`src/rtl/lcd_writer.sv`:
```
// lcd_writer: accepts {RS, byte} words over valid/ready and drives an
// HD44780-style LCD bus with setup / enable / hold timing, followed by the
// controller execution wait. Define LCD_4BIT_EN to send each word as two
// nibbles on lcd_db_o[7:4] (4-bit bus mode).
//
// state   | meaning
// --------+-------------------------------------------------------------
// IDLE    | ready for a word, bus idle, rs/db hold the last word
// SETUP   | rs/db stable, en low, before the enable strobe
// PULSE   | en high
// HOLD    | en low again, rs/db still held
// WAIT    | controller execution time (long for clear/home)
module lcd_writer #(
    parameter int SETUP_CYCLES     = 2,
    parameter int EN_CYCLES        = 12,
    parameter int HOLD_CYCLES      = 2,
    parameter int EXEC_CYCLES      = 2000,
    parameter int LONG_EXEC_CYCLES = 82000
) (
    input  logic       clock_i,
    input  logic       rst_i,
    input  logic [8:0] data_i,
    input  logic       valid_i,
    output logic       ready_o,
    output logic       busy_o,
    output logic       lcd_rs_o,
    output logic       lcd_rw_o,
    output logic       lcd_en_o,
    output logic [7:0] lcd_db_o
);

    localparam int M_SE   = (SETUP_CYCLES > EN_CYCLES) ? SETUP_CYCLES : EN_CYCLES;
    localparam int M_SEH  = (M_SE > HOLD_CYCLES) ? M_SE : HOLD_CYCLES;
    localparam int M_SEHX = (M_SEH > EXEC_CYCLES) ? M_SEH : EXEC_CYCLES;
    localparam int M_ALL  = (M_SEHX > LONG_EXEC_CYCLES) ? M_SEHX : LONG_EXEC_CYCLES;
    localparam int CNT_W  = $clog2(M_ALL) + 1;

    localparam logic [CNT_W-1:0] SETUP_LOAD = CNT_W'(SETUP_CYCLES - 1);
    localparam logic [CNT_W-1:0] EN_LOAD    = CNT_W'(EN_CYCLES - 1);
    localparam logic [CNT_W-1:0] HOLD_LOAD  = CNT_W'(HOLD_CYCLES - 1);
    localparam logic [CNT_W-1:0] EXEC_LOAD  = CNT_W'(EXEC_CYCLES - 1);
    localparam logic [CNT_W-1:0] LONG_LOAD  = CNT_W'(LONG_EXEC_CYCLES - 1);

    localparam logic [2:0] ST_IDLE  = 3'd0;
    localparam logic [2:0] ST_SETUP = 3'd1;
    localparam logic [2:0] ST_PULSE = 3'd2;
    localparam logic [2:0] ST_HOLD  = 3'd3;
    localparam logic [2:0] ST_WAIT  = 3'd4;

    logic [2:0]       state;
    logic [CNT_W-1:0] cnt;
    logic             long_exec;
`ifdef LCD_4BIT_EN
    logic [3:0]       low_nib;
    logic             second_nib;
`endif

    // The LCD is only ever written, never read back.
    assign lcd_rw_o = 1'b0;

    // Sequencer: every output is registered; the down-counter times each phase.
    always_ff @(posedge clock_i) begin
        if (rst_i) begin
            state     <= ST_IDLE;
            cnt       <= '0;
            long_exec <= 1'b0;
            ready_o   <= 1'b0;
            busy_o    <= 1'b0;
            lcd_rs_o  <= 1'b0;
            lcd_en_o  <= 1'b0;
            lcd_db_o  <= '0;
`ifdef LCD_4BIT_EN
            low_nib    <= '0;
            second_nib <= 1'b0;
`endif
        end else begin
            case (state)
                ST_IDLE: begin
                    if (valid_i && ready_o) begin
                        lcd_rs_o  <= data_i[8];
                        // clear (0x01) and home (0x02/0x03) need the long wait
                        long_exec <= ~data_i[8] && (data_i[7:2] == 6'd0);
`ifdef LCD_4BIT_EN
                        lcd_db_o   <= {data_i[7:4], 4'h0};
                        low_nib    <= data_i[3:0];
                        second_nib <= 1'b0;
`else
                        lcd_db_o  <= data_i[7:0];
`endif
                        ready_o   <= 1'b0;
                        busy_o    <= 1'b1;
                        cnt       <= SETUP_LOAD;
                        state     <= ST_SETUP;
                    end else begin
                        ready_o <= 1'b1;
                    end
                end
                ST_SETUP: begin
                    if (cnt == '0) begin
                        lcd_en_o <= 1'b1;
                        cnt      <= EN_LOAD;
                        state    <= ST_PULSE;
                    end else begin
                        cnt <= cnt - CNT_W'(1);
                    end
                end
                ST_PULSE: begin
                    if (cnt == '0) begin
                        lcd_en_o <= 1'b0;
                        cnt      <= HOLD_LOAD;
                        state    <= ST_HOLD;
                    end else begin
                        cnt <= cnt - CNT_W'(1);
                    end
                end
                ST_HOLD: begin
                    if (cnt == '0) begin
`ifdef LCD_4BIT_EN
                        if (!second_nib) begin
                            // second pass sends the low nibble with the same RS
                            second_nib <= 1'b1;
                            lcd_db_o   <= {low_nib, 4'h0};
                            cnt        <= SETUP_LOAD;
                            state      <= ST_SETUP;
                        end else begin
                            cnt   <= long_exec ? LONG_LOAD : EXEC_LOAD;
                            state <= ST_WAIT;
                        end
`else
                        cnt   <= long_exec ? LONG_LOAD : EXEC_LOAD;
                        state <= ST_WAIT;
`endif
                    end else begin
                        cnt <= cnt - CNT_W'(1);
                    end
                end
                ST_WAIT: begin
                    if (cnt == '0) begin
                        ready_o <= 1'b1;
                        busy_o  <= 1'b0;
                        state   <= ST_IDLE;
                    end else begin
                        cnt <= cnt - CNT_W'(1);
                    end
                end
                default: begin
                    ready_o  <= 1'b0;
                    busy_o   <= 1'b0;
                    lcd_en_o <= 1'b0;
                    cnt      <= '0;
                    state    <= ST_IDLE;
                end
            endcase
        end
    end

endmodule
```
`config.mk`:
```
export PLATFORM = sky130hd
export DESIGN_NAME = lcd_writer
export DESIGN_NICKNAME = d
export VERILOG_FILES = /design/src/rtl/lcd_writer.sv
export SDC_FILE = /design/constraint.sdc
export NUM_CORES = 1
export LEC_CHECK = 0
export CORE_MARGIN = 5
export CORE_UTILIZATION = 55
export DETAILED_ROUTE_END_ITERATION = 7
export GPL_TIMING_DRIVEN = 0
export PLACE_DENSITY = 0.79
export SYNTH_ARGS = -nofsm -noshare
export SYNTH_HDL_FRONTEND = slang
export SYNTH_SLANG_ARGS = --single-unit
```
`constraint.sdc`:
```
create_clock -name clock_i -period 2.95 [get_ports clock_i]
set_input_delay 0.4425 -clock clock_i [delete_from_list [all_inputs] [get_ports clock_i]]
set_output_delay 0.4425 -clock clock_i [all_outputs]
set_load 0.01 [all_outputs]
```
==> results of run 1 <==
[worst min-delay path, cell delays in order (launching register included)]
cell and delay (ns):
dfxtp_1 0.33, nand2_1 0.05, a21oi_1 0.05
[worst max path at each step]
stage | start | end | slack [ns] | cells past startpoint
3_5_place_dp | valid_i | cnt[17]$_SDFFE_PP0P_ | 0.26 | 6
6_report | cnt[2]$_SDFFE_PP0P_ | cnt[8]$_SDFFE_PP0P_ | 0.26 | 6
5_1_grt | cnt[2]$_SDFFE_PP0P_ | cnt[2]$_SDFFE_PP0P_ | 0.20 | 5
4_1_cts | cnt[2]$_SDFFE_PP0P_ | cnt[8]$_SDFFE_PP0P_ | 0.35 | 6
2_1_floorplan | cnt[6]$_SDFFE_PP0P_ | lcd_en_o$_SDFFE_PP0P_ | 0.76 | 6
3_3_place_gp | valid_i | cnt[17]$_SDFFE_PP0P_ | -0.25 | 6
[final cells by class]
cell class,count,share of cell area
Clock inverter,3,0.0294
Sequential cell,34,0.291
Buffer,12,0.0241
Inverter,7,0.0112
Tap cell,46,0.0246
Multi-Input combinational cell,191,0.505
Clock buffer,5,0.0160
Timing Repair Buffer,23,0.0984
[what timing repair did]
item / 4_1_cts / 5_1_grt
setup endpoints to repair: 0 / 2
endpoints found under the hold margin: 0 / 0
gates resized for setup: 0 / 1
[cells in the final DEF, fill, tap and decap left out, types with 5 or more instances in the layout]
| cell type | n |
|---|---|
| dfxtp_1 | 34 |
| inv_1 | 7 |
| clkbuf_1 | 10 |
| nor2_1 | 16 |
| clkdlybuf4s50_1 | 23 |
| nor4_1 | 6 |
| o21ai_0 | 18 |
| nand2_1 | 32 |
| clkbuf_4 | 5 |
| or3_1 | 5 |
| a21oi_1 | 21 |
| nand3_1 | 10 |
| nor3_1 | 7 |
[state kept, by name, summed over array words and instances, names as in the netlist]
signal and flops:
long_exec 1, ready_o 1, lcd_rs_o 1, lcd_en_o 1, lcd_db_o 8, busy_o 1, cnt 18, state 3
[power by group]
| part | switching (mW) | leakage, nW | internal, mW |
|---|---|---|---|
| clock | 0.178 | 0.0554 | 0.265 |
| sequential | 0.144 | 0.277 | 0.594 |
| combinational | 1.19 | 0.491 | 0.705 |
| total | 1.51 | 0.824 | 1.56 |
[through the flow]
| stage | setup WS, ns | TNS, ns | total power, mW | cell area (µm²) |
|---|---|---|---|---|
| after floorplan | 0.758 | 0 | 2.10 | 1940 |
| after CTS | 0.353 | 0 | 3.02 | 2330 |
| after detailed placement | 0.260 | 0 | 2.57 | 2230 |
| final | 0.262 | 0 | 3.07 | 2340 |
| after global routing | 0.197 | 0 | 3.26 | 2340 |
| after global placement | -0.250 | -1.28 | 2.54 | 2220 |
[cell families after synthesis]
group | after synthesis | share of synthesized area
adder cells (fa/ha/maj) | 2 | 0.0129
AO/OA/AOI/OAI | 80 | 0.281
buffers and inverters | 19 | 0.0427
other | 1 | 0.00194
multiplexers | 1 | 0.00517
XOR/XNOR | 7 | 0.0317
flip-flops | 34 | 0.352
AND/OR/NAND/NOR | 100 | 0.273
[cells in the mapped netlist, types with 3 or more instances]
master and count:
dfxtp_1 34, nand2_1 32, a21oi_1 21, o21ai_0 18, nor2_1 16, clkbuf_1 10, nand3_1 10, inv_1 7
nor3_1 7, nor4_1 6, or3_1 5, a31oi_1 4, o211ai_1 4, xor2_1 4, o21ai_1 3, o31ai_1 3
or4_1 3, xnor2_1 3
[per-layer routing]
| metal | vias up | GRT usage |
|---|---|---|
| met5 | - | 0.0111 |
| met3 | 16 | 0.0623 |
| li1 | 972 | - |
| met1 | 966 | 0.278 |
| met2 | 97 | 0.342 |
| met4 | 0 | 0.0846 |
==> key figures, run 1 <==
Clock tree
  • Clk_lat worst skew: 0.36 ns
  • CTS root buffer: clkbuf_4
  • CTS tree: built
  • Reg clk slew, reported paths: 0.11 ns
  • Clock sink total: 34
  • Clock buffer count from CTS: 5
  • Post-CTS setup buffers: 0
  • Number of hold buffers added after CTS: 0
  • H-tree depth: 2
  • Deepest clock path buffer count: 2

STA
  • Worst slew pin tran: 1.06 ns
  • Final Skew: 0.0203 ns
  • Rel. slew slack: 0.290
  • FMAX: 372 MHz
  • RSZ-0062 raised after global routing: no
  • Worst hold slack: 0.464 ns
  • Max-slew violations: 0
  • Final hold violation count: 0
  • Setup violators final: 0
  • Final Cycle Share: 0.911
  • Tmin final: 2.69 ns

Global route
  • Initial antenna violation count: 0
  • Largest net degree at the start of global routing: 13
  • First-pass GRT wire length: 8.56 mm
  • Grt ovf: 0
  • Vias in the first global route: 1,802
  • GR Util All Layers: 0.217

Placed design
  • GPL Wtd Cong: 0.881
  • Detail Placement HPWL: 3.75 mm
  • Port buffer count: 23
  • Placed Cells: 313

Floorplanning
  • Starting Density: 0.576
  • Total die area: 4810 µm²
  • Die height: 69.3 µm
  • IO Pins: 25
  • Total core area: 3360 µm²
  • Rows: 21
  • Die W: 69.3 µm

Detailed routing
  • DRT iter0 DRCs: 250
  • Metal-1 WL: 2.33 mm
  • Met3 WL: 384 µm
  • Routed Antenna Nets: 0
  • DRT Wirelength: 5.26 mm
  • Top Layer Used: met4
  • DRC errors left: 0
  • Drt pass-1 iters: 5
  • Met2 wire length: 2.43 mm
  • DR vias: 2,051
  • Routed len/inst: 16.4 µm
  • Vias/cell: 6.39

Yosys
  • Mapped Area: 1940 µm²
  • Synth unique cells: 62
  • Cell taking the most area after synthesis: dfxtp_1
  • Mapped Cells: 244
  • Top FF cell, synth: dfxtp_1
  • Synth warn: 0
  • Synth async-reset ratio: 0
  • Sequential-to-total area share from yosys stat: 0.352
  • Syn nets: 258
  • Synth top area share: 0.352
  • Synthesized area per cell: 7.93 µm²
  • Ranking of synthesized cells by area: dfxtp_1, nand2_1, a21oi_1, o21ai_0, nor2_1
  • Number of synthesized register bits: 34
  • Number of enable flip-flop cells after synthesis: 0

Worst setup path
  • Cell family with most CP delay: simple AND/OR/NAND/NOR gates
  • Reg2reg end: cnt[8]$_SDFFE_PP0P_
  • WS Path Type: register to register
  • CP Buf/Inv Count: 2
  • FF-to-FF path depth: 6
  • FF-to-FF Start: cnt[2]$_SDFFE_PP0P_
  • Worst path arrival time: 2.89 ns
  • Critical Path RT: 3.15 ns
  • CP Capture Type: register
  • Reg2reg setup slack: 0.26 ns
  • Crit-path cells: clkbuf_1 -> nor4_1 -> clkbuf_1 -> a31oi_1 -> o21ai_0 -> a31oi_1
  • Worst setup SP type: register
  • Max incr delay on CP: 0.93 ns
  • Critical Path Slowest Stage Cell: nor4_1
  • CP max FO: 10

Worst hold path
  • End point of the worst hold path: lcd_db_o[6]$_SDFFE_PP0P_
  • Hold wc startpoint: lcd_db_o[6]$_SDFFE_PP0P_
  • Hold WC Path Type: register to register
  • Worst hold path depth: 2

Cells and area
  • Layout fillers: 296
  • Inserted Diodes: 0
  • Sequential cell area: 681 µm²
  • Final core occ: 0.696
  • Final net count: 288
  • Multi-input logic area: 1180 µm²
  • Finished Layout Cells: 321
  • Area Overhead vs Synth: 20.9%
  • Share of cells above drive strength 1: 0.0873

Power
  • Lkg Pwr: 0.824 nW
  • Power per cell area: 1310 nW/µm²
  • Peak VDD IR: 0.626 mV

Outcome
  • Status: finished clean

Job
  • Number of max-cap violations: 0
Note: power is estimated with default switching activity, not from simulation.
==> inputs of run 2 (changes only) <==
--- a/config.mk
+++ b/config.mk
@@ -8,8 +8,9 @@
 export CORE_MARGIN = 5
 export CORE_UTILIZATION = 55
 export DETAILED_ROUTE_END_ITERATION = 7
+export DONT_BUFFER_PORTS = 1
 export GPL_TIMING_DRIVEN = 0
-export PLACE_DENSITY = 0.79
+export PLACE_DENSITY = 0.7
 export SYNTH_ARGS = -nofsm -noshare
 export SYNTH_HDL_FRONTEND = slang
 export SYNTH_SLANG_ARGS = --single-unit
==> key figures, run 2 (synthesized netlist as in run 1, its figures left out) <==
Worst setup path
  • FF-to-FF Start: state[2]$_SDFFE_PP0P_
  • Reg2reg setup slack: 0.28 ns (+0.02 ns)
  • WS Path Type: register to register
  • Worst setup SP type: register
  • Critical Path RT: 3.26 ns (+0.11 ns)
  • CP Capture Type: register
  • Worst path arrival time: 2.98 ns (+0.09 ns)
  • CP max FO: 8 (-2)
  • FF-to-FF path depth: 5 (-1)
  • Reg2reg end: cnt[10]$_SDFFE_PP0P_

Detailed routing
  • DRT iter0 DRCs: 176 (-30%)
  • Routed len/inst: 16.2 µm (-1.1%)
  • Met2 wire length: 2.22 mm (-8.6%)
  • DRT Wirelength: 4.83 mm (-8.2%)
  • Top Layer Used: met4
  • Vias/cell: 6.32 (-1.2%)
  • Routed Antenna Nets: 0 (unchanged)
  • DR vias: 1,882 (-8.2%)
  • Metal-1 WL: 2.17 mm (-6.9%)
  • Met3 WL: 376 µm (-2.1%)
  • Drt pass-1 iters: 4 (-1)
  • DRC errors left: 0 (unchanged)

Job
  • Number of max-cap violations: 0 (unchanged)

Power
  • Peak VDD IR: 0.761 mV (+22%)
  • Lkg Pwr: 0.718 nW (-13%)
  • Power per cell area: 1390 nW/µm² (+5.5%)

Clock tree
  • Number of hold buffers added after CTS: 0 (unchanged)
  • H-tree depth: 2 (unchanged)
  • Clk_lat worst skew: 0.36 ns (about the same)
  • CTS tree: built
  • Reg clk slew, reported paths: 0.12 ns (about the same)
  • Clock buffer count from CTS: 5 (unchanged)
  • Clock sink total: 34 (unchanged)
  • Post-CTS setup buffers: 0 (unchanged)
  • CTS root buffer: clkbuf_4
  • Deepest clock path buffer count: 2 (unchanged)
  • Post-cts sizing count: 0 (unchanged)

STA
  • Setup violators final: 0 (unchanged)
  • Max-slew violations: 0 (unchanged)
  • Rel. slew slack: 0.248 (-0.0412)
  • Worst slew pin tran: 1.12 ns (+0.0691 ns)
  • Final Skew: 0.0114 ns (-0.00891 ns)
  • RSZ-0062 raised after global routing: no
  • Final hold violation count: 0 (unchanged)
  • Setup ws final: 0.281 ns (+0.0190 ns)
  • Final setup TNS: 0 ns (unchanged)
  • Final Cycle Share: 0.905 (-0.00645)
  • FMAX: 375 MHz (+0.71%)
  • Tmin final: 2.67 ns (-0.0190 ns)

Worst hold path
  • Hold wc startpoint: data_i[5]
  • Hold WC Path Type: primary input to register
  • End point of the worst hold path: lcd_db_o[5]$_SDFFE_PP0P_
  • Worst hold path depth: 2 (unchanged)

Cells and area
  • Area Overhead vs Synth: 7.50%
  • Final net count: 265 (-8.0%)
  • Layout fillers: 342 (+16%)
  • Share of cells above drive strength 1: 0.0913 (+0.00400)
  • Commonest non-fill, non-tap cell in the layout: dfxtp_1
  • Top Registers: cnt: 18 flops, lcd_db_o: 8 flops, state: 3 flops
  • Commonest non-fill, non-tap cells in the layout: dfxtp_1, nand2_1, a21oi_1
  • Inserted Diodes: 0 (unchanged)
  • Max reg flops: 18 (unchanged)
  • Largest reg by FF count: cnt

Global route
  • GR Util All Layers: 0.207 (-0.0101)
  • Largest net degree at the start of global routing: 13 (unchanged)
  • Grt ovf: 0 (unchanged)
  • Vias in the first global route: 1,714 (-4.9%)
  • Initial antenna violation count: 0 (unchanged)
  • First-pass GRT wire length: 8.17 mm (-4.6%)

Floorplanning
  • Rows: 21 (unchanged)
  • Total die area: 4810 µm² (unchanged)
  • IO Pins: 25 (unchanged)
  • Die W: 69.3 µm (unchanged)
  • Die height: 69.3 µm (unchanged)
  • Total core area: 3360 µm² (unchanged)
  • Starting Density: 0.576 (unchanged)

Placed design
  • Pre-CTS setup slack: 0.379 ns (+0.119 ns)
  • Port buffer count: 0 (-100%)
  • GPL Wtd Cong: 0.916 (+4.0%)
  • Detail Placement HPWL: 3.48 mm (-7.1%)

Outcome
  • Status: finished clean
[run 2: changes by cell type in the layout (fill, tap and decap cells not counted), sizes merged]
| cell | previous run | this run |
|---|---|---|
| clkdlybuf4s50 | 23 | 0 |
| clkinv | 1 | 0 |
| bufinv | 2 | 1 |
| clkinvlp | 0 | 2 |
[run 2: where the power goes]
| part | internal (mW) | total (mW) | switching, mW |
|---|---|---|---|
| sequential | 0.594 | 0.748 | 0.153 |
| clock | 0.178 | 0.359 | 0.181 |
| combinational | 0.645 | 1.78 | 1.13 |
[run 2: area by class of cell]
class	count	area (µm²)	share of cell area
multi-input combinational	191	1180	0.566
sequential	34	681	0.327
tap	46	57.6	0.0277
buffer	12	56.3	0.0271
clock inverter	3	45.0	0.0216
clock buffer	5	37.5	0.0180
inverter	7	26.3	0.0126
[run 2: routing by layer]
layer / track usage / vias up
li1: - / 920
met1: 0.276 / 871
met2: 0.315 / 85
met3: 0.0623 / 6
met4: 0.0738 / 0
met5: 0 / -
[run 2: worst max-delay path by stage]
stage	start	endpoint	slack [ns]	depth (start not counted)
after CTS	state[2]$_SDFFE_PP0P_	cnt[10]$_SDFFE_PP0P_	0.37	5
after floorplan	cnt[6]$_SDFFE_PP0P_	lcd_en_o$_SDFFE_PP0P_	0.76	6
after global routing	state[2]$_SDFFE_PP0P_	cnt[13]$_SDFFE_PP0P_	0.08	5
after detailed placement	state[2]$_SDFFE_PP0P_	cnt[13]$_SDFFE_PP0P_	0.38	5
after global placement	valid_i	cnt[17]$_SDFFE_PP0P_	0.22	5
final	state[2]$_SDFFE_PP0P_	cnt[10]$_SDFFE_PP0P_	0.28	5
[run 2: stage by stage]
stage               total power [mW]  hold slack, ns  cell area [µm²]   util  cells
global placement                2.48           0.488             1990  0.593    290
CTS                             2.85           0.198             2080  0.619    298
floorplan                       2.10           0.454             1940      -    244
finish                          2.88           0.204             2080  0.619    298
detailed placement              2.49           0.491             2000  0.594    290
global route                    3.10           0.191             2080  0.619    298
[run 2: critical path: stages (launching register included)]
cell and delay (ns):
dfxtp_1 0.49, nor3b_1 0.94, nand2_1 0.38, o21ai_1 0.50, a32o_1 0.22, nand2b_1 0.09
==> inputs of run 3 (changes only) <==
--- a/config.mk
+++ b/config.mk
@@ -5,7 +5,6 @@
 export SDC_FILE = /design/constraint.sdc
 export NUM_CORES = 1
 export LEC_CHECK = 0
-export CORE_MARGIN = 5
 export CORE_UTILIZATION = 55
 export DETAILED_ROUTE_END_ITERATION = 7
 export DONT_BUFFER_PORTS = 1
==> key figures, run 3 (synthesized netlist as in run 1, its figures left out) <==
Global route
  • Grt ovf: 0 (unchanged)
  • Initial antenna violation count: 0 (unchanged)
  • Vias in the first global route: 1,712 (-0.12%)
  • Largest net degree at the start of global routing: 12 (-1)
  • GR Util All Layers: 0.281 (+0.0735)
  • First-pass GRT wire length: 7.67 mm (-6.2%)

Cells and area
  • Share of cells above drive strength 1: 0.0913 (unchanged)
  • Area Overhead vs Synth: 7.24%
  • Final net count: 265 (unchanged)
  • Largest reg by FF count: cnt
  • Commonest non-fill, non-tap cell in the layout: dfxtp_1
  • Final core occ: 0.617 (-0.00149)
  • Finished Layout Cells: 298 (unchanged)
  • Commonest non-fill, non-tap cells in the layout: dfxtp_1, nand2_1, a21oi_1
  • Fin area: 2080 µm² (-0.24%)
  • Max reg flops: 18 (unchanged)
  • Inserted Diodes: 0 (unchanged)
  • Top Registers: cnt: 18 flops, lcd_db_o: 8 flops, state: 3 flops

Worst setup path
  • Crit-path cells: nor3b_1 -> nand2_1 -> o21ai_1 -> a32o_1 -> nand2b_1
  • Critical Path RT: 3.26 ns (about the same)
  • CP Capture Type: register
  • WS Path Type: register to register
  • Worst setup SP type: register
  • Critical Path Slowest Stage Cell: nor3b_1
  • Max incr delay on CP: 0.99 ns (+0.05 ns)
  • Worst path arrival time: 3.06 ns (+0.08 ns)
  • CP max FO: 8 (unchanged)

Power
  • Power per cell area: 1390 nW/µm² (+0.25%)
  • Lkg Pwr: 0.725 nW (+1.0%)
  • Peak VDD IR: 0.741 mV (-2.6%)
  • Power Total: 2.88 mW (about the same)

STA
  • Worst slew pin tran: 1.19 ns (+0.0645 ns)
  • Final Skew: 0.0120 ns (+0.000658 ns)
  • FMAX: 363 MHz (-3.1%)
  • RSZ-0062 raised after global routing: no
  • Setup violators final: 0 (unchanged)
  • Max-slew violations: 0 (unchanged)
  • Setup ws final: 0.195 ns (-0.0859 ns)
  • Tmin final: 2.75 ns (+0.0859 ns)
  • Final hold violation count: 0 (unchanged)
  • Final Cycle Share: 0.934 (+0.0291)
  • Worst hold slack: 0.209 ns (+0.00508 ns)
  • Rel. slew slack: 0.205 (-0.0431)
  • Final setup TNS: 0 ns (unchanged)

Clock tree
  • H-tree depth: 2 (unchanged)
  • Post-CTS setup buffers: 0 (unchanged)
  • Clock buffer count from CTS: 5 (unchanged)
  • CTS tree: built
  • CTS root buffer: clkbuf_4
  • Number of hold buffers added after CTS: 0 (unchanged)
  • Reg clk slew, reported paths: 0.12 ns (about the same)
  • Clock sink total: 34 (unchanged)
  • Deepest clock path buffer count: 2 (unchanged)
  • Clk_lat worst skew: 0.35 ns (about the same)
  • Post-cts sizing count: 0 (unchanged)

Detailed routing
  • Vias/cell: 6.24 (-1.2%)
  • Drt pass-1 iters: 5 (+1)
  • DRC errors left: 0 (unchanged)
  • Met3 WL: 337 µm (-10%)
  • Met2 wire length: 2.22 mm (about the same)
  • Metal-1 WL: 2.23 mm (+2.7%)
  • Routed len/inst: 16.3 µm (+0.85%)
  • Routed Antenna Nets: 0 (unchanged)
  • DRT iter0 DRCs: 138 (-22%)
  • DR vias: 1,860 (-1.2%)
  • DRT Wirelength: 4.87 mm (+0.85%)
  • Top Layer Used: met4

Placed design
  • Placed Cells: 290 (unchanged)
  • Detail Placement HPWL: 3.49 mm (+0.20%)
  • Pre-CTS setup slack: 0.396 ns (+0.0175 ns)
  • Port buffer count: 0 (unchanged)
  • GPL Wtd Cong: 0.902 (-1.5%)
  • Area after DPL: 2000 µm² (unchanged)

Floorplanning
  • Total core area: 3360 µm² (unchanged)
  • IO Pins: 25 (unchanged)
  • Rows: 21 (unchanged)
  • Die W: 61.3 µm (-12%)
  • Die height: 61.3 µm (-12%)
  • Starting Density: 0.576 (unchanged)
  • Total die area: 3760 µm² (-22%)

Job
  • Number of max-cap violations: 0 (unchanged)

Worst hold path
  • Hold WC Path Type: primary input to register

Outcome
  • Status: finished clean
## run 3: changes by cell type in the layout (fill, tap and decap cells not counted)
cell / change
clkinv_2: +2
clkinvlp_4: -2
## run 3: where the power goes
part / total [mW] / internal [mW] / switching, mW / leakage (nW)
registers: 0.748 / 0.594 / 0.154 / 0.277
logic: 1.79 / 0.646 / 1.14 / 0.403
clock network: 0.349 / 0.175 / 0.173 / 0.0450
## run 3: area by class of cell
cell class / count / area, µm²
clock inverter: 3 / 40.0
inverter: 7 / 26.3
buffer: 12 / 56.3
fill: 337 / 1290
tap: 46 / 57.6
clock buffer: 5 / 37.5
multi-input combinational: 191 / 1180
sequential: 34 / 681
## run 3: worst max-delay path, delay by kind of cell, from the launching register on
kind	cells	cell delay, ns
AND/OR/NAND/NOR	3	1.48
AO/OA/AOI/OAI	2	0.73
flip-flops	1	0.50
## run 3: per-layer routing
metal,vias to the layer above,track usage
li1,922,-
met1,852,0.358
met2,79,0.453
met3,7,0.0714
met4,0,0.110
met5,-,0
## run 3: worst paths after layout
path                             from                       end  slack (ns)  cells past startpoint
min                         data_i[5]  lcd_db_o[5]$_SDFFE_PP0P_        0.21                      2
max reg2reg     state[2]$_SDFFE_PP0P_      cnt[10]$_SDFFE_PP0P_        0.20                      5
min reg2reg  lcd_db_o[5]$_SDFFE_PP0P_  lcd_db_o[5]$_SDFFE_PP0P_        0.51                      2
max             state[2]$_SDFFE_PP0P_      cnt[10]$_SDFFE_PP0P_        0.20                      5
